`src/rtl/sprite_scheduler.sv`:
```
// sprite_scheduler: builds each scanline's sprite list during hblank and
// arbitrates sprite ownership per pixel for the sprite ROM lookup.
module sprite_scheduler #(
    parameter int NUM_SPRITES      = 4,
    parameter int X_BITS           = 10,
    parameter int Y_BITS           = 10,
    parameter int SCALE_LOG2       = 3,
    parameter int ANIM_PERIOD_LOG2 = 4
) (
    input  logic                             clk,
    input  logic                             rst_n,
    input  logic [X_BITS-1:0]                pixel_x,
    input  logic [Y_BITS-1:0]                pixel_y,
    input  logic                             hblank_start,
    input  logic                             line_begin,
    input  logic                             frame_start,
    input  logic                             cfg_we,
    input  logic [$clog2(NUM_SPRITES)+1:0]   cfg_addr,
    input  logic [15:0]                      cfg_wdata,
    output logic                             hit_valid,
    output logic [$clog2(NUM_SPRITES)-1:0]   hit_id,
    output logic [5:0]                       local_x,
    output logic [5:0]                       local_y,
    output logic                             anim_phase,
    output logic                             scan_busy
);

    localparam int IW = $clog2(NUM_SPRITES);
    localparam int FW = ANIM_PERIOD_LOG2 + 1;
    localparam logic [IW-1:0] LAST = IW'(NUM_SPRITES - 1);

    typedef enum logic [1:0] {IDLE, SCAN, DONE} state_t;

    state_t state, state_nx;

    logic [X_BITS-1:0] sh_left [NUM_SPRITES];
    logic [Y_BITS-1:0] sh_top  [NUM_SPRITES];
    logic [5:0]        sh_w    [NUM_SPRITES];
    logic [5:0]        sh_h    [NUM_SPRITES];
    logic              sh_en   [NUM_SPRITES];

    logic [X_BITS-1:0] lv_left [NUM_SPRITES];
    logic [Y_BITS-1:0] lv_top  [NUM_SPRITES];
    logic [5:0]        lv_w    [NUM_SPRITES];
    logic [5:0]        lv_h    [NUM_SPRITES];
    logic              lv_en   [NUM_SPRITES];

    logic [IW-1:0]          idx;
    logic [Y_BITS-1:0]      target_y;
    logic [NUM_SPRITES-1:0] pending;
    logic [NUM_SPRITES-1:0] active;
    logic [5:0]             prow [NUM_SPRITES];
    logic [5:0]             arow [NUM_SPRITES];

    logic [IW-1:0] cfg_idx;
    logic [1:0]    cfg_field;
    logic          unused_wdata;

    logic [Y_BITS:0]   ty_ext;
    logic [Y_BITS:0]   top_ext;
    logic [Y_BITS:0]   bot_ext;
    logic [Y_BITS-1:0] ydiff;
    logic [5:0]        scan_row;
    logic              scan_hit;

    logic [X_BITS:0]   px_ext;
    logic [X_BITS:0]   xl;
    logic [X_BITS:0]   xr;
    logic [X_BITS-1:0] xdiff;
    logic              win_v;
    logic [IW-1:0]     win_id;
    logic [5:0]        win_lx;
    logic [5:0]        win_ly;

    logic [FW-1:0] frame_cnt;

    assign cfg_idx      = cfg_addr[IW+1:2];
    assign cfg_field    = cfg_addr[1:0];
    assign unused_wdata = ^cfg_wdata;

    // Shadow descriptor writes; whole shadow bank commits to live per frame.
    always_ff @(posedge clk) begin
        if (!rst_n) begin
            for (int i = 0; i < NUM_SPRITES; i++) begin
                sh_left[i] <= '0;
                sh_top[i]  <= '0;
                sh_w[i]    <= '0;
                sh_h[i]    <= '0;
                sh_en[i]   <= 1'b0;
                lv_left[i] <= '0;
                lv_top[i]  <= '0;
                lv_w[i]    <= '0;
                lv_h[i]    <= '0;
                lv_en[i]   <= 1'b0;
            end
        end else begin
            if (frame_start) begin
                for (int i = 0; i < NUM_SPRITES; i++) begin
                    lv_left[i] <= sh_left[i];
                    lv_top[i]  <= sh_top[i];
                    lv_w[i]    <= sh_w[i];
                    lv_h[i]    <= sh_h[i];
                    lv_en[i]   <= sh_en[i];
                end
            end
            if (cfg_we) begin
                case (cfg_field)
                    2'd0: sh_left[cfg_idx] <= cfg_wdata[X_BITS-1:0];
                    2'd1: sh_top[cfg_idx]  <= cfg_wdata[Y_BITS-1:0];
                    2'd2: begin
                        sh_w[cfg_idx] <= cfg_wdata[5:0];
                        sh_h[cfg_idx] <= cfg_wdata[13:8];
                    end
                    default: sh_en[cfg_idx] <= cfg_wdata[0];
                endcase
            end
        end
    end

    // Scan state register.
    always_ff @(posedge clk) begin
        if (!rst_n) state <= IDLE;
        else        state <= state_nx;
    end

    // Scan next-state; hblank_start restarts the scan from any state.
    always_comb begin
        state_nx = state;
        case (state)
            SCAN:    if (idx == LAST) state_nx = DONE;
            DONE:    if (line_begin) state_nx = IDLE;
            default: state_nx = state;
        endcase
        if (hblank_start) state_nx = SCAN;
    end

    // Scan outputs.
    always_comb begin
        scan_busy = (state != IDLE);
    end

    // Vertical test of the sprite under the scan pointer, no wrap.
    always_comb begin
        ty_ext   = {1'b0, target_y};
        top_ext  = {1'b0, lv_top[idx]};
        bot_ext  = top_ext + ((Y_BITS+1)'(lv_h[idx]) << SCALE_LOG2);
        ydiff    = target_y - lv_top[idx];
        scan_row = 6'(ydiff >> SCALE_LOG2);
        scan_hit = lv_en[idx] && (lv_h[idx] != 6'd0) &&
                   (lv_w[idx] != 6'd0) &&
                   (ty_ext >= top_ext) && (ty_ext < bot_ext);
    end

    // Pending list build and per-line swap into the active list.
    always_ff @(posedge clk) begin
        if (!rst_n) begin
            idx      <= '0;
            target_y <= '0;
            pending  <= '0;
            active   <= '0;
            for (int i = 0; i < NUM_SPRITES; i++) begin
                prow[i] <= '0;
                arow[i] <= '0;
            end
        end else begin
            if (state == SCAN) begin
                idx <= idx + 1'b1;
                if (scan_hit) begin
                    pending[idx] <= 1'b1;
                    prow[idx]    <= scan_row;
                end
            end
            if (line_begin) begin
                active  <= (state == DONE) ? pending : '0;
                pending <= '0;
                for (int i = 0; i < NUM_SPRITES; i++) arow[i] <= prow[i];
            end
            if (hblank_start) begin
                target_y <= pixel_y + 1'b1;
                idx      <= '0;
                pending  <= '0;
            end
        end
    end

    // Horizontal hit per sprite; walking down makes the lowest index win.
    always_comb begin
        px_ext = {1'b0, pixel_x};
        xl     = '0;
        xr     = '0;
        xdiff  = '0;
        win_v  = 1'b0;
        win_id = '0;
        win_lx = '0;
        win_ly = '0;
        for (int i = NUM_SPRITES - 1; i >= 0; i--) begin
            xl = {1'b0, lv_left[i]};
            xr = xl + ((X_BITS+1)'(lv_w[i]) << SCALE_LOG2);
            if (active[i] && (px_ext >= xl) && (px_ext < xr)) begin
                xdiff  = pixel_x - lv_left[i];
                win_v  = 1'b1;
                win_id = IW'(i);
                win_lx = 6'(xdiff >> SCALE_LOG2);
                win_ly = arow[i];
            end
        end
    end

    // Registered pixel result plus animation frame counter.
    always_ff @(posedge clk) begin
        if (!rst_n) begin
            hit_valid  <= 1'b0;
            hit_id     <= '0;
            local_x    <= '0;
            local_y    <= '0;
            anim_phase <= 1'b0;
            frame_cnt  <= '0;
        end else begin
            hit_valid  <= win_v;
            hit_id     <= win_id;
            local_x    <= win_lx;
            local_y    <= win_ly;
            anim_phase <= frame_cnt[FW-1];
            if (frame_start) frame_cnt <= frame_cnt + 1'b1;
        end
    end

endmodule

```
`config.mk`:
```
export PLATFORM = sky130hd
export DESIGN_NAME = sprite_scheduler
export DESIGN_NICKNAME = d
export VERILOG_FILES = /design/src/rtl/sprite_scheduler.sv
export SDC_FILE = /design/constraint.sdc
export NUM_CORES = 1
export LEC_CHECK = 0
export CAP_MARGIN = 30
export CORE_UTILIZATION = 52
export DETAILED_ROUTE_END_ITERATION = 10
export MAX_ROUTING_LAYER = met4
export PLACE_DENSITY = 0.66
export RECOVER_POWER = 50
export SLEW_MARGIN = 5
export SYNTH_ARGS = -nofsm -noshare
export SYNTH_HDL_FRONTEND = slang
export SYNTH_SLANG_ARGS = --single-unit
```
`constraint.sdc`:
```
create_clock -name clk -period 9.97 [get_ports clk]
set_input_delay 2.4925 -clock clk [delete_from_list [all_inputs] [get_ports clk]]
set_output_delay 2.4925 -clock clk [all_outputs]
set_load 0.05 [all_outputs]
```
==> impl_metrics.env <==
export IMPL_postSynthCellCount=1492
export IMPL_setup_tns_ns=0
export IMPL_netlist_cell_type_count=65
export IMPL_initial_antenna_violation_count=1
export IMPL_maxCapViolations=5
export IMPL_start_util_pct=53.1
export IMPL_clock_sink_count=357
export IMPL_floorplan_die_area_sq_mm=0.0353
export IMPL_path_max_fanout=65
export IMPL_synth_xor_xnor_area_share_pct=2.93
export IMPL_n_fill_cell=2706
export IMPL_cts_tree="done"
export IMPL_synth_ff_type="sky130_fd_sc_hd__edfxtp_1"
export IMPL_grt_max_degree=97
export IMPL_register_area_sq_mm=0.0102
export IMPL_timing_final_crit_share_pct=67.6
export IMPL_number_of_i_o_pins=63
export IMPL_worst_setup_path_start_kind="input port"
export IMPL_synth_top_cell_by_area="sky130_fd_sc_hd__edfxtp_1"
export IMPL_rows=67
export IMPL_synth_simple_gate_area_share_pct=17.2
export IMPL_synth_compound_gate_area_share_pct=8.36
export IMPL_dpl_instance_area_sq_mm=0.0190
export IMPL_finalMaxSlewViolations=300
export IMPL_tritoncts_num_buffers=38
export IMPL_rsz0062_at_grt="false"
export IMPL_chipHeight_um=188
export IMPL_vias=11200
export IMPL_place_port_buffers=60
export IMPL_worst_ep_required_time_ns=10.15
export IMPL_mappedNetlistArea_sq_mm=0.0180
export IMPL_htree_levels=2
export IMPL_multiInputGateArea_sq_mm=0.00715
export IMPL_synth_seq_area_share_pct=56.9
export IMPL_drc_errors=0
export IMPL_worst_endpoint_arrival_ns=6.92
export IMPL_global_route_overflow_total=0
export IMPL_area_growth_syn_to_layout_pct=12.7
export IMPL_core_area_sq_mm=0.0338
export IMPL_first_global_vias=10900
export IMPL_layout_cell_area_non_filler_sq_mm=0.0202
export IMPL_clk_insertion_delay_late_ns=0.55
export IMPL_postSynth_asyncResetShare_pct=0
export IMPL_first_pass_iters=5
export IMPL_post_synth_top_count_cell="sky130_fd_sc_hd__edfxtp_1"
export IMPL_cts_resized=0
export IMPL_power_density_mw_per_mm2=176
export IMPL_synth_fa_ha_area_share_pct=8.99
export IMPL_drt_first_iter_violations=750
export IMPL_total_power_w=0.00356
export IMPL_hp_class="register to register"
export IMPL_synthesis_nets=1664
export IMPL_min_period_ns=6.74
export IMPL_n_antenna_cell=0
export IMPL_hpwl_mm=26.4
export IMPL_holdBufCountCts=0
export IMPL_synth_top_area_share_pct=51.2
export IMPL_outcome="complete, but fails checks"
export IMPL_finClkSkew_ns=0.0198
export IMPL_syn_area_per_cell_sq_um=12.0
export IMPL_cts_path_max_buffers=3
export IMPL_power_leakage_nw=8.16
export IMPL_maximum_clock_frequency_mhz=148
export IMPL_gp_congestion=0.872
export IMPL_synthesis_yosys_warnings=0
export IMPL_worst_slew_margin_rel_pct=-101
export IMPL_ant_nets=0
export IMPL_ir_worst_vdd_uv=172
export IMPL_clk_pin_slew_ns=0.05
export IMPL_failing_checks="capacitance limit, slew limit"
export IMPL_tightest_slew_ns=3.01
export IMPL_setup_viol_count_final=0
export IMPL_die_width_um=188
export IMPL_timing_critical_path_to_type="register"
export IMPL_hold_viol=0
export IMPL_post_drt_wl_per_cell_um=18.8
export IMPL_wire_length_of_the_first_global_routing_pass_mm=60.0
export IMPL_drive_gt1_share_pct=6.48
export IMPL_final_nets=1720
export IMPL_totalWireLength_mm=38.1
export IMPL_synth_ff_latch_count=357
export IMPL_muxShareOfSynthArea_pct=2.34
export IMPL_synth_commonest_cells="sky130_fd_sc_hd__edfxtp_1, sky130_fd_sc_hd__and3_1, sky130_fd_sc_hd__and2_1"
export IMPL_track_usage_pct=22.6
export IMPL_clk_root_buffer_cell="sky130_fd_sc_hd__clkbuf_16"
export IMPL_critical_path_class="input port to register"
export IMPL_number_of_synthesized_flops_with_an_enable_pin=306
export IMPL_drt_vias_per_instance=5.56
export IMPL_postCtsSetupBuffers=0
export IMPL_synth_area_leaders="sky130_fd_sc_hd__edfxtp_1, sky130_fd_sc_hd__ha_1, sky130_fd_sc_hd__dfxtp_1, sky130_fd_sc_hd__and3_1, sky130_fd_sc_hd__and2_1"
export IMPL_synth_top_family_by_area="simple AND/OR/NAND/NOR gates"
## layer usage
metal  track usage [%]  share of wire, %  up-vias
li1                  -                 -     5591
met1              29.9                45     5325
met5                 -                 0        -
met4              7.19               2.5        0
met3              2.86               4.5       65
met2              36.5                48      258
## power by group
group          switching, W  internal [W]
clock network      0.000572      0.000801
registers         0.0000358       0.00171
logic              0.000260      0.000181
## sequential cells by signal (all words and copies together) (netlist names), 10 cells and up, named ones only
| signal | cells |
|---|---|
| sh_top | 40 |
| lv_w | 24 |
| sh_h | 24 |
| sh_left | 40 |
| arow | 24 |
| sh_w | 24 |
| lv_top | 40 |
| lv_h | 24 |
| lv_left | 40 |
| target_y | 10 |
| prow | 24 |
## cells in the final DEF (no fill, tap or decap), types with 10 or more instances in the layout
cell / synthesis / layout
sky130_fd_sc_hd__nand2_1: 34 / 34
sky130_fd_sc_hd__mux4_2: 16 / 16
sky130_fd_sc_hd__nand2b_1: 24 / 24
sky130_fd_sc_hd__o211ai_1: 11 / 11
sky130_fd_sc_hd__nand3_1: 32 / 32
sky130_fd_sc_hd__o21ai_0: 41 / 41
sky130_fd_sc_hd__a21o_1: 18 / 18
sky130_fd_sc_hd__xnor2_1: 36 / 36
sky130_fd_sc_hd__and2_1: 131 / 108
sky130_fd_sc_hd__clkdlybuf4s50_1: 0 / 57
sky130_fd_sc_hd__o21bai_1: 10 / 10
sky130_fd_sc_hd__a21oi_1: 66 / 66
sky130_fd_sc_hd__nor2_1: 100 / 100
sky130_fd_sc_hd__a211oi_1: 15 / 15
sky130_fd_sc_hd__buf_4: 1 / 10
sky130_fd_sc_hd__nor3_1: 19 / 19
sky130_fd_sc_hd__inv_1: 81 / 81
sky130_fd_sc_hd__clkbuf_1: 64 / 22
sky130_fd_sc_hd__and2_0: 0 / 23
sky130_fd_sc_hd__and3_1: 158 / 158
sky130_fd_sc_hd__dfxtp_1: 51 / 51
sky130_fd_sc_hd__xor2_1: 24 / 24
sky130_fd_sc_hd__clkbuf_16: 0 / 38
sky130_fd_sc_hd__ha_1: 121 / 121
sky130_fd_sc_hd__edfxtp_1: 306 / 306
## worst paths after layout
| kind | from | to | slack (ns) | depth (start not counted) |
|---|---|---|---|---|
| worst max register to register | register | prow[2][5] | 4.91 | 17 |
| worst min register to register | target_y[0] | target_y[0] | 0.48 | 2 |
| worst min-delay path | target_y[0] | target_y[0] | 0.48 | 2 |
| worst max-delay path | rst_n | sh_w[0][0] | 3.23 | 7 |
## per-stage QoR
step / instances / util (%) / worst slack, ns / hold slack [ns]
2_1_floorplan: 1492 / - / 3.61 / 0.442
5_1_grt: 2023 / 59.9 / 2.67 / 0.511
6_report: 2023 / 59.9 / 3.23 / 0.482
4_1_cts: 2018 / 59.9 / 4.40 / 0.484
3_5_place_dp: 1951 / 56.3 / 3.83 / 0.472
3_3_place_gp: 1949 / 56.2 / 3.84 / 0.464
## cells by family after synthesis
family,count (synthesis)
XOR/XNOR,60
flip-flops,357
AND/OR/NAND/NOR,547
multiplexers,22
buffers and inverters,154
adder cells (fa/ha/maj),126
AO/OA/AOI/OAI,226
## worst max-delay path, stage by stage
cell and delay (ns):
sky130_fd_sc_hd__clkbuf_1 0.81, sky130_fd_sc_hd__clkbuf_1 1.74, sky130_fd_sc_hd__nand2b_1 0.23, sky130_fd_sc_hd__or2_2 0.41, sky130_fd_sc_hd__nor3_1 0.13, sky130_fd_sc_hd__clkbuf_1 0.46, sky130_fd_sc_hd__nand2b_1 0.61
## area by class of cell
| class | instances | share of cell area (%) |
|---|---|---|
| Multi-Input combinational cell | 981 | 35.3 |
| Clock inverter | 19 | 1.03 |
| Sequential cell | 357 | 50.4 |
| Tap cell | 448 | 2.77 |
| Inverter | 82 | 1.52 |
| Timing Repair Buffer | 88 | 3.92 |
| Clock buffer | 48 | 4.98 |
No activity file was read; power rests on OpenSTA's default activity.
